## src/rtl/mc_ctrl.sv

```systemverilog
// Multicycle MIPS control FSM: sequences IF/ID/EX/MEM/WB with a req/rdy memory
// handshake, illegal-opcode and bus-timeout traps, and a retired-instruction counter.
module mc_ctrl #(
    parameter int unsigned CNT_W   = 32,
    parameter int unsigned ALUOP_W = 4,
    parameter int unsigned MEM_TO  = 0
) (
    input  logic               clk,
    input  logic               rstn,
    input  logic [5:0]         op,
    input  logic [5:0]         funct,
    input  logic               zero,
    input  logic               mem_rdy,
    output logic               mem_req,
    output logic               mem_we,
    output logic               mem_sel,
    output logic               ir_write,
    output logic               pc_write,
    output logic               reg_write,
    output logic               ext_op,
    output logic [ALUOP_W-1:0] alu_op,
    output logic               alu_srcb,
    output logic               areg_sel,
    output logic [1:0]         npc_op,
    output logic [1:0]         gpr_sel,
    output logic [1:0]         wd_sel,
    output logic               illegal,
    output logic               bus_err,
    output logic [2:0]         state_o,
    output logic [CNT_W-1:0]   instret
);

    localparam int unsigned TO_W   = (MEM_TO < 2) ? 1 : $clog2(MEM_TO + 1);
    localparam int unsigned TO_LIM = (MEM_TO == 0) ? 0 : MEM_TO - 1;

    typedef enum logic [2:0] {
        S_IF   = 3'd0,
        S_ID   = 3'd1,
        S_EX   = 3'd2,
        S_MEM  = 3'd3,
        S_WB   = 3'd4,
        S_TRAP = 3'd7
    } state_e;

    localparam logic [3:0] ALU_NOP = 4'd0, ALU_ADD = 4'd1, ALU_SUB = 4'd2, ALU_AND = 4'd3,
                           ALU_OR = 4'd4, ALU_SLT = 4'd5, ALU_SLTU = 4'd6, ALU_NOR = 4'd7,
                           ALU_SLL = 4'd8, ALU_SRL = 4'd9, ALU_SRA = 4'd10;
    localparam logic [1:0] NPC_PLUS4 = 2'd0, NPC_BRANCH = 2'd1, NPC_JUMP = 2'd2, NPC_JR = 2'd3;
    localparam logic [1:0] GPR_RD = 2'd0, GPR_RT = 2'd1, GPR_R31 = 2'd2;
    localparam logic [1:0] WD_ALU = 2'd0, WD_MEM = 2'd1, WD_PC = 2'd2;

    state_e             state_q, state_d;
    logic               illegal_q, illegal_d;
    logic               bus_err_q, bus_err_d;
    logic [CNT_W-1:0]   instret_q, instret_d;
    logic [TO_W-1:0]    to_cnt_q, to_cnt_d;
    logic               retire_c, wait_c, to_hit_c;

    logic       dec_legal, dec_j, dec_jr, dec_jal, dec_jalr, dec_beq, dec_bne;
    logic       dec_lw, dec_sw, dec_rt, dec_shift, dec_ext, dec_srcb;
    logic [3:0] dec_alu;

    // Instruction decode from IR fields
    always_comb begin
        dec_legal = 1'b0; dec_j = 1'b0; dec_jr = 1'b0; dec_jal = 1'b0; dec_jalr = 1'b0;
        dec_beq = 1'b0; dec_bne = 1'b0; dec_lw = 1'b0; dec_sw = 1'b0; dec_rt = 1'b0;
        dec_shift = 1'b0; dec_ext = 1'b0; dec_srcb = 1'b0; dec_alu = ALU_NOP;
        case (op)
            6'h00: begin
                dec_legal = 1'b1;
                case (funct)
                    6'h20, 6'h21: dec_alu = ALU_ADD;
                    6'h22, 6'h23: dec_alu = ALU_SUB;
                    6'h24:        dec_alu = ALU_AND;
                    6'h25:        dec_alu = ALU_OR;
                    6'h27:        dec_alu = ALU_NOR;
                    6'h2A:        dec_alu = ALU_SLT;
                    6'h2B:        dec_alu = ALU_SLTU;
                    6'h00:        begin dec_alu = ALU_SLL; dec_shift = 1'b1; end
                    6'h02:        begin dec_alu = ALU_SRL; dec_shift = 1'b1; end
                    6'h03:        begin dec_alu = ALU_SRA; dec_shift = 1'b1; end
                    6'h08:        dec_jr = 1'b1;
                    6'h09:        dec_jalr = 1'b1;
                    default:      dec_legal = 1'b0;
                endcase
            end
            6'h08: begin dec_legal = 1'b1; dec_rt = 1'b1; dec_alu = ALU_ADD; dec_ext = 1'b1; dec_srcb = 1'b1; end
            6'h0D: begin dec_legal = 1'b1; dec_rt = 1'b1; dec_alu = ALU_OR; dec_srcb = 1'b1; end
            6'h23: begin dec_legal = 1'b1; dec_rt = 1'b1; dec_lw = 1'b1; dec_alu = ALU_ADD; dec_ext = 1'b1; dec_srcb = 1'b1; end
            6'h2B: begin dec_legal = 1'b1; dec_sw = 1'b1; dec_alu = ALU_ADD; dec_ext = 1'b1; dec_srcb = 1'b1; end
            6'h04: begin dec_legal = 1'b1; dec_beq = 1'b1; dec_alu = ALU_SUB; end
            6'h05: begin dec_legal = 1'b1; dec_bne = 1'b1; dec_alu = ALU_SUB; end
            6'h02: begin dec_legal = 1'b1; dec_j = 1'b1; end
            6'h03: begin dec_legal = 1'b1; dec_jal = 1'b1; end
            default: ;
        endcase
    end

    // Bus timeout: rdy arriving on the limit cycle takes priority over the trap
    assign wait_c   = ((state_q == S_IF) || (state_q == S_MEM)) && !mem_rdy;
    assign to_hit_c = (MEM_TO != 0) && wait_c && (to_cnt_q == TO_W'(TO_LIM));

    always_ff @(posedge clk) begin
        if (!rstn) state_q <= S_IF;
        else       state_q <= state_d;
    end

    always_comb begin
        state_d  = state_q;
        retire_c = 1'b0;
        case (state_q)
            S_IF: begin
                if (mem_rdy)       state_d = S_ID;
                else if (to_hit_c) state_d = S_TRAP;
            end
            S_ID: begin
                if (!dec_legal)                  state_d = S_TRAP;
                else if (dec_j || dec_jr)        begin state_d = S_IF; retire_c = 1'b1; end
                else if (dec_jal || dec_jalr)    state_d = S_WB;
                else                             state_d = S_EX;
            end
            S_EX: begin
                if (dec_beq || dec_bne)          begin state_d = S_IF; retire_c = 1'b1; end
                else if (dec_lw || dec_sw)       state_d = S_MEM;
                else                             state_d = S_WB;
            end
            S_MEM: begin
                if (mem_rdy) begin
                    if (dec_lw) state_d = S_WB;
                    else        begin state_d = S_IF; retire_c = 1'b1; end
                end else if (to_hit_c) begin
                    state_d = S_TRAP;
                end
            end
            S_WB:    begin state_d = S_IF; retire_c = 1'b1; end
            S_TRAP:  state_d = S_TRAP;
            default: state_d = S_IF;
        endcase
    end

    always_comb begin
        illegal_d = illegal_q | ((state_q == S_ID) && !dec_legal);
        bus_err_d = bus_err_q | to_hit_c;
        instret_d = instret_q + CNT_W'(retire_c);
        to_cnt_d  = '0;
        if ((MEM_TO != 0) && wait_c && (state_d == state_q)) to_cnt_d = to_cnt_q + TO_W'(1);
    end

    always_ff @(posedge clk) begin
        if (!rstn) begin
            illegal_q <= 1'b0;
            bus_err_q <= 1'b0;
            instret_q <= '0;
            to_cnt_q  <= '0;
        end else begin
            illegal_q <= illegal_d;
            bus_err_q <= bus_err_d;
            instret_q <= instret_d;
            to_cnt_q  <= to_cnt_d;
        end
    end

    // Per-state datapath enables; everything is held at 0 while in reset
    always_comb begin
        mem_req = 1'b0; mem_we = 1'b0; mem_sel = 1'b0; ir_write = 1'b0; pc_write = 1'b0;
        reg_write = 1'b0; ext_op = 1'b0; alu_op = '0; alu_srcb = 1'b0; areg_sel = 1'b0;
        npc_op = NPC_PLUS4; gpr_sel = GPR_RD; wd_sel = WD_ALU;
        if (rstn) begin
            case (state_q)
                S_IF: begin
                    mem_req = 1'b1;
                    if (mem_rdy) begin ir_write = 1'b1; pc_write = 1'b1; end
                end
                S_ID: begin
                    if (dec_j)       begin pc_write = 1'b1; npc_op = NPC_JUMP; end
                    else if (dec_jr) begin pc_write = 1'b1; npc_op = NPC_JR; end
                end
                S_EX: begin
                    alu_op   = ALUOP_W'(dec_alu);
                    alu_srcb = dec_srcb;
                    areg_sel = dec_shift;
                    ext_op   = dec_ext;
                    if (dec_beq || dec_bne) begin
                        npc_op   = NPC_BRANCH;
                        pc_write = (dec_beq & zero) | (dec_bne & ~zero);
                    end
                end
                S_MEM: begin
                    mem_req = 1'b1;
                    mem_sel = 1'b1;
                    mem_we  = dec_sw;
                end
                S_WB: begin
                    reg_write = 1'b1;
                    if (dec_rt)                    gpr_sel = GPR_RT;
                    else if (dec_jal || dec_jalr)  gpr_sel = GPR_R31;
                    if (dec_lw)                    wd_sel = WD_MEM;
                    else if (dec_jal || dec_jalr)  wd_sel = WD_PC;
                    if (dec_jal)       begin pc_write = 1'b1; npc_op = NPC_JUMP; end
                    else if (dec_jalr) begin pc_write = 1'b1; npc_op = NPC_JR; end
                end
                default: ;
            endcase
        end
    end

    assign state_o = rstn ? 3'(state_q) : 3'd0;
    assign illegal = rstn & illegal_q;
    assign bus_err = rstn & bus_err_q;
    assign instret = rstn ? instret_q : '0;

endmodule
```

## config.mk

```make
export PLATFORM = sky130hd
export DESIGN_NAME = mc_ctrl
export DESIGN_NICKNAME = d
export VERILOG_FILES = /design/src/rtl/mc_ctrl.sv
export SDC_FILE = /design/constraint.sdc
export NUM_CORES = 1
export LEC_CHECK = 0
export CAP_MARGIN = 15
export CORE_ASPECT_RATIO = 0.6
export CORE_MARGIN = 2
export CORE_UTILIZATION = 46
export CTS_CLUSTER_SIZE = 40
export DETAILED_ROUTE_END_ITERATION = 8
export GPL_ROUTABILITY_DRIVEN = 0
export PLACE_DENSITY = 0.77
export SLEW_MARGIN = 0
export SYNTH_ARGS = -nofsm -noshare
export SYNTH_HDL_FRONTEND = slang
export SYNTH_SLANG_ARGS = --single-unit
export TNS_END_PERCENT = 50
```

## constraint.sdc

```tcl
create_clock -name clk -period 3 [get_ports clk]
set_input_delay 0.3 -clock clk [delete_from_list [all_inputs] [get_ports clk]]
set_output_delay 0.3 -clock clk [all_outputs]
set_load 0.02 [all_outputs]
```

==> results.toml, run 1 <==
[min_path]
hp-class = "in -> reg"

[cts]
cts_root_buf = "clkbuf_8"
tritoncts = "done"
clk_pin_slew_ns = 0.06
cts-buffers-inserted = 5
cts_buffer_depth = 2
numClockSinks = 36
cts_max_level = 2
clock_latency_ns = 0.29
postCtsHoldBufs = 0

[finish]
fin_area_um2 = 3751
layout_commonest_cell = "clkdlybuf4s50_1"
area_delta_synth_final_pct = 40.88
fin_util = 0.6734
drive_gt1_frac = 0.1701
layout_common_cells = "clkdlybuf4s50_1, and2_1, dfxtp_1, buf_4, nand2_1"
fin_nets = 453
antennaDiodeCount = 0

[grt]
grt_usage = 0.2310
grt_pass1_wl_mm = 11.92
grt_remaining_overflow = 0
grt_max_degree = 79
grt_pass1_vias = 2511
antenna_found_initial = 0

[floorplan]
initial_utilization = 0.4780
dieArea_um2 = 6433
die_y_um = 62.93
fp-row-count = 21
io_pins = 72
core_area_um2 = 5570
die_x_um = 102.2

[route]
routed_wirelength_mm = 7.066
dr.pass1.iters = 5
dr.first_iter.drc_count = 195
ant_nets = 0
via_per_inst = 5.227
drc = 0
vias = 2692
wl_per_cell_um = 13.72

[timing]
worstMarginPinSlew_ns = 0.5587
max_freq_ghz = 0.3523
slew_headroom = 0.6275
final-hold-violation-count = 0
post-route-period-util = 0.9461
fin_crit_ns = 2.838
whs_ns = 0.3698
rsz0062_at_grt = "no"
setup-violations-final = 0
drv_slew = 0
fin_tns_setup_ns = 0
skew_ns = 0.005701

[synthesis]
synth_edf_count = 0
synthArstFlopShare = 0
syn_inst = 342
ys_top_cells_by_area = "dfxtp_1, and2_1, nand2_1, xnor2_1, mux2_4"
synth-seq-cells = 36
synth_area_leader_cell = "dfxtp_1"
syn_avg_cell_area_um2 = 7.785
synth_ff_type = "dfxtp_1"
ys_warn_count = 0
syn-cell-area_um2 = 2663
syn-num-nets = 360
ys_seq_area_frac = 0.2707
yosys.cell_types.count = 61
synth.top_cell.area_share = 0.2707

[power]
clockPowerShare = 0.286
seqPwrFrac = 0.437
comb_power_share = 0.276
total_power_uw = 1138
ir_drop_v = 0.0002150
power_switching_uw = 344.8
intPower_uw = 792.8
p_leak_uw = 0.001618
power_density_nw_per_um2 = 303.3
swShare = 0.3031

[run]
cap_viol_max_count = 0

[critical_path]
cp-end-kind = "output pin"
arrival_ns = 2.54
crit_type = "in -> out"
path_cells = "clkdlybuf4s50_1, buf_4, or4b_1, o22ai_1, and3_1, clkdlybuf4s50_1"
crit_path_start_kind = "input pin"
cpMaxStageDelayCell = "clkdlybuf4s50_1"
slowest_delay_ns = 0.60
crit_required_ns = 2.70
cp_common_cell = "clkdlybuf4s50_1"
r2r_slack_ns = 0.31
crit_fanout = 6

[placement]
port_buffers = 70
place_area_um2 = 3645
hpwl_mm = 5.400

[run_status]
status = "complete, no violations"
-- power by group through the flow --
| stage | combinational (uW) | sequential (uW) | clock (uW) |
|---|---|---|---|
| after floorplan | 180 | 511 | 0 |
| after global placement | 306 | 508 | 0 |
| after detailed placement | 308 | 508 | 0 |
| after CTS | 309 | 497 | 335 |
| after global routing | 344 | 498 | 364 |
| final | 314 | 498 | 326 |
-- sequential cells by signal, summed over array words and instances, names as in the netlist --
register   flops
state_q        3
illegal_q      1
instret_q     32
-- metal layers --
layer | track usage | up-vias | part of all wire
li1 | - | 1361 | -
met1 | 0.3675 | 1222 | 0.52
met2 | 0.2952 | 101 | 0.38
met3 | 0.06935 | 8 | 0.081
met4 | 0.05167 | 0 | 0.010
met5 | 0 | - | 0
-- critical path, delay by kind of cell --
| kind | cells | cell delay, ns |
|---|---|---|
| AO/OA/AOI/OAI | 1 | 0.30 |
| buffers and inverters | 3 | 1.21 |
| AND/OR/NAND/NOR | 2 | 0.72 |
-- final cells by class --
class / count / area, um^2
Fill cell: 515 / 1819
Sequential cell: 36 / 720.7
Inverter: 10 / 37.54
Timing Repair Buffer: 106 / 992.2
Clock buffer: 6 / 72.57
Tap cell: 80 / 100.1
Clock inverter: 1 / 5.005
Multi-Input combinational cell: 276 / 1823
-- final timing paths --
path                                                from                       end  cells after the start
worst min register to register  instret_q[14]$_SDFF_PN0_  instret_q[14]$_SDFF_PN0_                      2
worst min-delay path                                rstn   state_q[1]$_SDFFE_PN0P_                      3
worst max register to register   state_q[2]$_SDFFE_PN0P_  instret_q[16]$_SDFF_PN0_                      9
worst max-delay path                               op[1]                  alu_srcb                      6
-- repair_timing --
| item | 4_1_cts | 5_1_grt |
|---|---|---|
| setup endpoints to repair | 1 | 10 |
| hold endpoints to repair | 0 | 0 |
| setup buffers | 0 | 0 |
| gates resized for setup | 1 | 10 |
| pin swaps | 0 | 1 |
-- synth_stat cells, types with 2 or more instances --
cell and number:
mux2_4 6, and3_1 7, nor4_2 2, nand4_1 7, xnor2_1 11, nand2_1 33
nand3_1 14, nor2_1 21, dfxtp_1 36, mux2_2 6, ha_1 2, inv_1 10
a21oi_1 9, nor4_1 3, and2_1 54, nand2b_1 2, buf_2 2, o21bai_1 4
or3_1 4, a21boi_1 2, nor3b_1 3, o21ai_0 12, nor2b_1 14, a31oi_1 2
o32ai_1 2, buf_6 2, o311ai_0 2, and2_2 3, clkbuf_1 14, o22ai_1 4
xor2_1 10, nor3_1 8, a21boi_0 3
-- logic make-up after synthesis --
logic type,share of synthesized area
flops,0.2707
buf+inv,0.05028
other cells,0.001408
mux,0.06297
fa+ha+maj,0.009397
simple gates,0.4192
compound gates,0.1170
xor+xnor,0.06908
-- stage by stage --
| stage | instances | setup slack [ns] |
|---|---|---|
| 2_1_floorplan | 342 | 0.2470 |
| 3_3_place_gp | 508 | -0.1228 |
| 3_5_place_dp | 508 | -0.2256 |
| 4_1_cts | 515 | 0.002755 |
| 5_1_grt | 515 | 0.01199 |
| 6_report | 515 | 0.1616 |
(Power assumes the default switching activity.)
==> inputs of run 2 (changes only) <==
- SETUP_SLACK_MARGIN: default -> 0.15
==> run 2 against run 1 <==
Against the previous run: sequential share of layout area fell by 0.25 points; register-to-register slack better by 0.05 ns; final cell count increased by 0.19%; first-iteration DRC count fell by 11%; critical path depth unchanged; critical endpoint unchanged; largest power group unchanged; highest routed layer unchanged.
==> results.toml, run 2 (same netlist as run 1, synthesis figures left out) <==
[cts]
clk_pin_slew_ns = 0.06
cts-buffers-inserted = 5
clock_latency_ns = 0.29
cts_max_level = 2
numClockSinks = 36
tritoncts = "done"
cts_buffer_depth = 2
postCtsHoldBufs = 0
cts_root_buf = "clkbuf_8"

[min_path]
hp-class = "in -> reg"

[route]
dr.pass1.iters = 5
wl_per_cell_um = 13.86
drc = 0
ant_nets = 0
routed_wirelength_mm = 7.153
vias = 2710
dr.first_iter.drc_count = 173
via_per_inst = 5.252

[grt]
grt_pass1_wl_mm = 11.93
grt_max_degree = 79
grt_usage = 0.2314
grt_pass1_vias = 2509
antenna_found_initial = 0
grt_remaining_overflow = 0

[floorplan]
io_pins = 72
die_y_um = 62.93
fp-row-count = 21
initial_utilization = 0.4780
core_area_um2 = 5570
die_x_um = 102.2
dieArea_um2 = 6433

[critical_path]
rr_startpoint = "state_q[2]$_SDFFE_PN0P_"
critPathCapture = "alu_srcb"
crit_fanout = 6
rr_worst_depth = 9
crit_start = "op[1]"
crit_type = "in -> out"
crit_path_start_kind = "input pin"
crit_required_ns = 2.70
r2r_end = "instret_q[16]$_SDFF_PN0_"
arrival_ns = 2.54
r2r_slack_ns = 0.36
cp-end-kind = "output pin"

[placement]
port_buffers = 70
dp_cells = 508
hpwl_mm = 5.400

[finish]
antennaDiodeCount = 0
area_delta_synth_final_pct = 42.76
drive_gt1_frac = 0.1766
top_register = "instret_q"
largest_reg_flops = 32
layout_commonest_cell = "clkdlybuf4s50_1"
layout_common_cells = "clkdlybuf4s50_1, and2_1, dfxtp_1, buf_4, nand2_1"
fin_nets = 454
reg.largest.list = "instret_q (32), state_q (3), illegal_q (1)"
fin_util = 0.6824
nFillCells = 502
fin_cells = 516

[timing]
final-hold-violation-count = 0
setup-violations-final = 0
rsz0062_at_grt = "yes"
fin_tns_setup_ns = 0
worstMarginPinSlew_ns = 0.5519
slew_headroom = 0.6320
skew_ns = 0.005389
post-route-period-util = 0.9481
max_freq_ghz = 0.3516
fin_crit_ns = 2.844
drv_slew = 0

[power]
p_leak_uw = 0.001613
power_density_nw_per_um2 = 301.0
total_power_uw = 1144
ir_drop_v = 0.0002180

[run_status]
status = "complete, no violations"

[run]
cap_viol_max_count = 0
==> run 2: through the flow <==
stage                     worst slack, ns  instance area, um^2  hold WS, ns
after floorplan                    0.2470                 2663       0.4818
after global placement            -0.1228                 3645       0.5200
after detailed placement          -0.2256                 3645       0.5253
after CTS                         0.06318                 3721       0.3609
after global routing              0.07399                 3801       0.3625
final                              0.1556                 3801       0.3732
==> run 2: worst min-delay path by stage <==
stage | from | to | slack [ns] | depth (start not counted)
3_5_place_dp | instret_q[14]$_SDFF_PN0_ | instret_q[14]$_SDFF_PN0_ | 0.53 | 2
6_report | rstn | state_q[1]$_SDFFE_PN0P_ | 0.37 | 3
4_1_cts | rstn | state_q[1]$_SDFFE_PN0P_ | 0.36 | 3
5_1_grt | rstn | state_q[1]$_SDFFE_PN0P_ | 0.36 | 3
2_1_floorplan | instret_q[14]$_SDFF_PN0_ | instret_q[14]$_SDFF_PN0_ | 0.48 | 2
3_3_place_gp | instret_q[14]$_SDFF_PN0_ | instret_q[14]$_SDFF_PN0_ | 0.52 | 2
==> run 2: routing by layer <==
layer	GRT usage	wire, um	vias to the layer above
met5	0	0	-
met1	0.3689	3676	1241
met3	0.06935	598	8
met2	0.2952	2807	101
met4	0.05167	71	0
li1	-	-	1360
==> run 2: critical path, stage by stage <==
cell             delay [ns]
clkdlybuf4s50_1        0.45
buf_4                  0.18
or4b_1                 0.52
o22ai_1                0.29
and3_1                 0.20
clkdlybuf4s50_1        0.60
==> run 2: power breakdown <==
part           switching [uW]  internal, uW
combinational             176           145
sequential               6.82           492
clock                     168           158
==> run 2: cell type report <==
class / count / area [um^2] / area share
clock buffer: 6 / 72.57 / 0.01909
clock inverter: 1 / 5.005 / 0.001317
inverter: 10 / 37.54 / 0.009875
multi-input combinational: 276 / 1867 / 0.4911
sequential: 36 / 720.7 / 0.1896
tap: 80 / 100.1 / 0.02633
timing repair buffer: 107 / 998.5 / 0.2627
==> run 2: repair_timing <==
action / CTS / global route
gates cloned: 0 / 0
setup endpoints to repair: 9 / 27
buffers inserted: 0 / 1
pin swaps: 0 / 7
gates resized for setup: 5 / 17
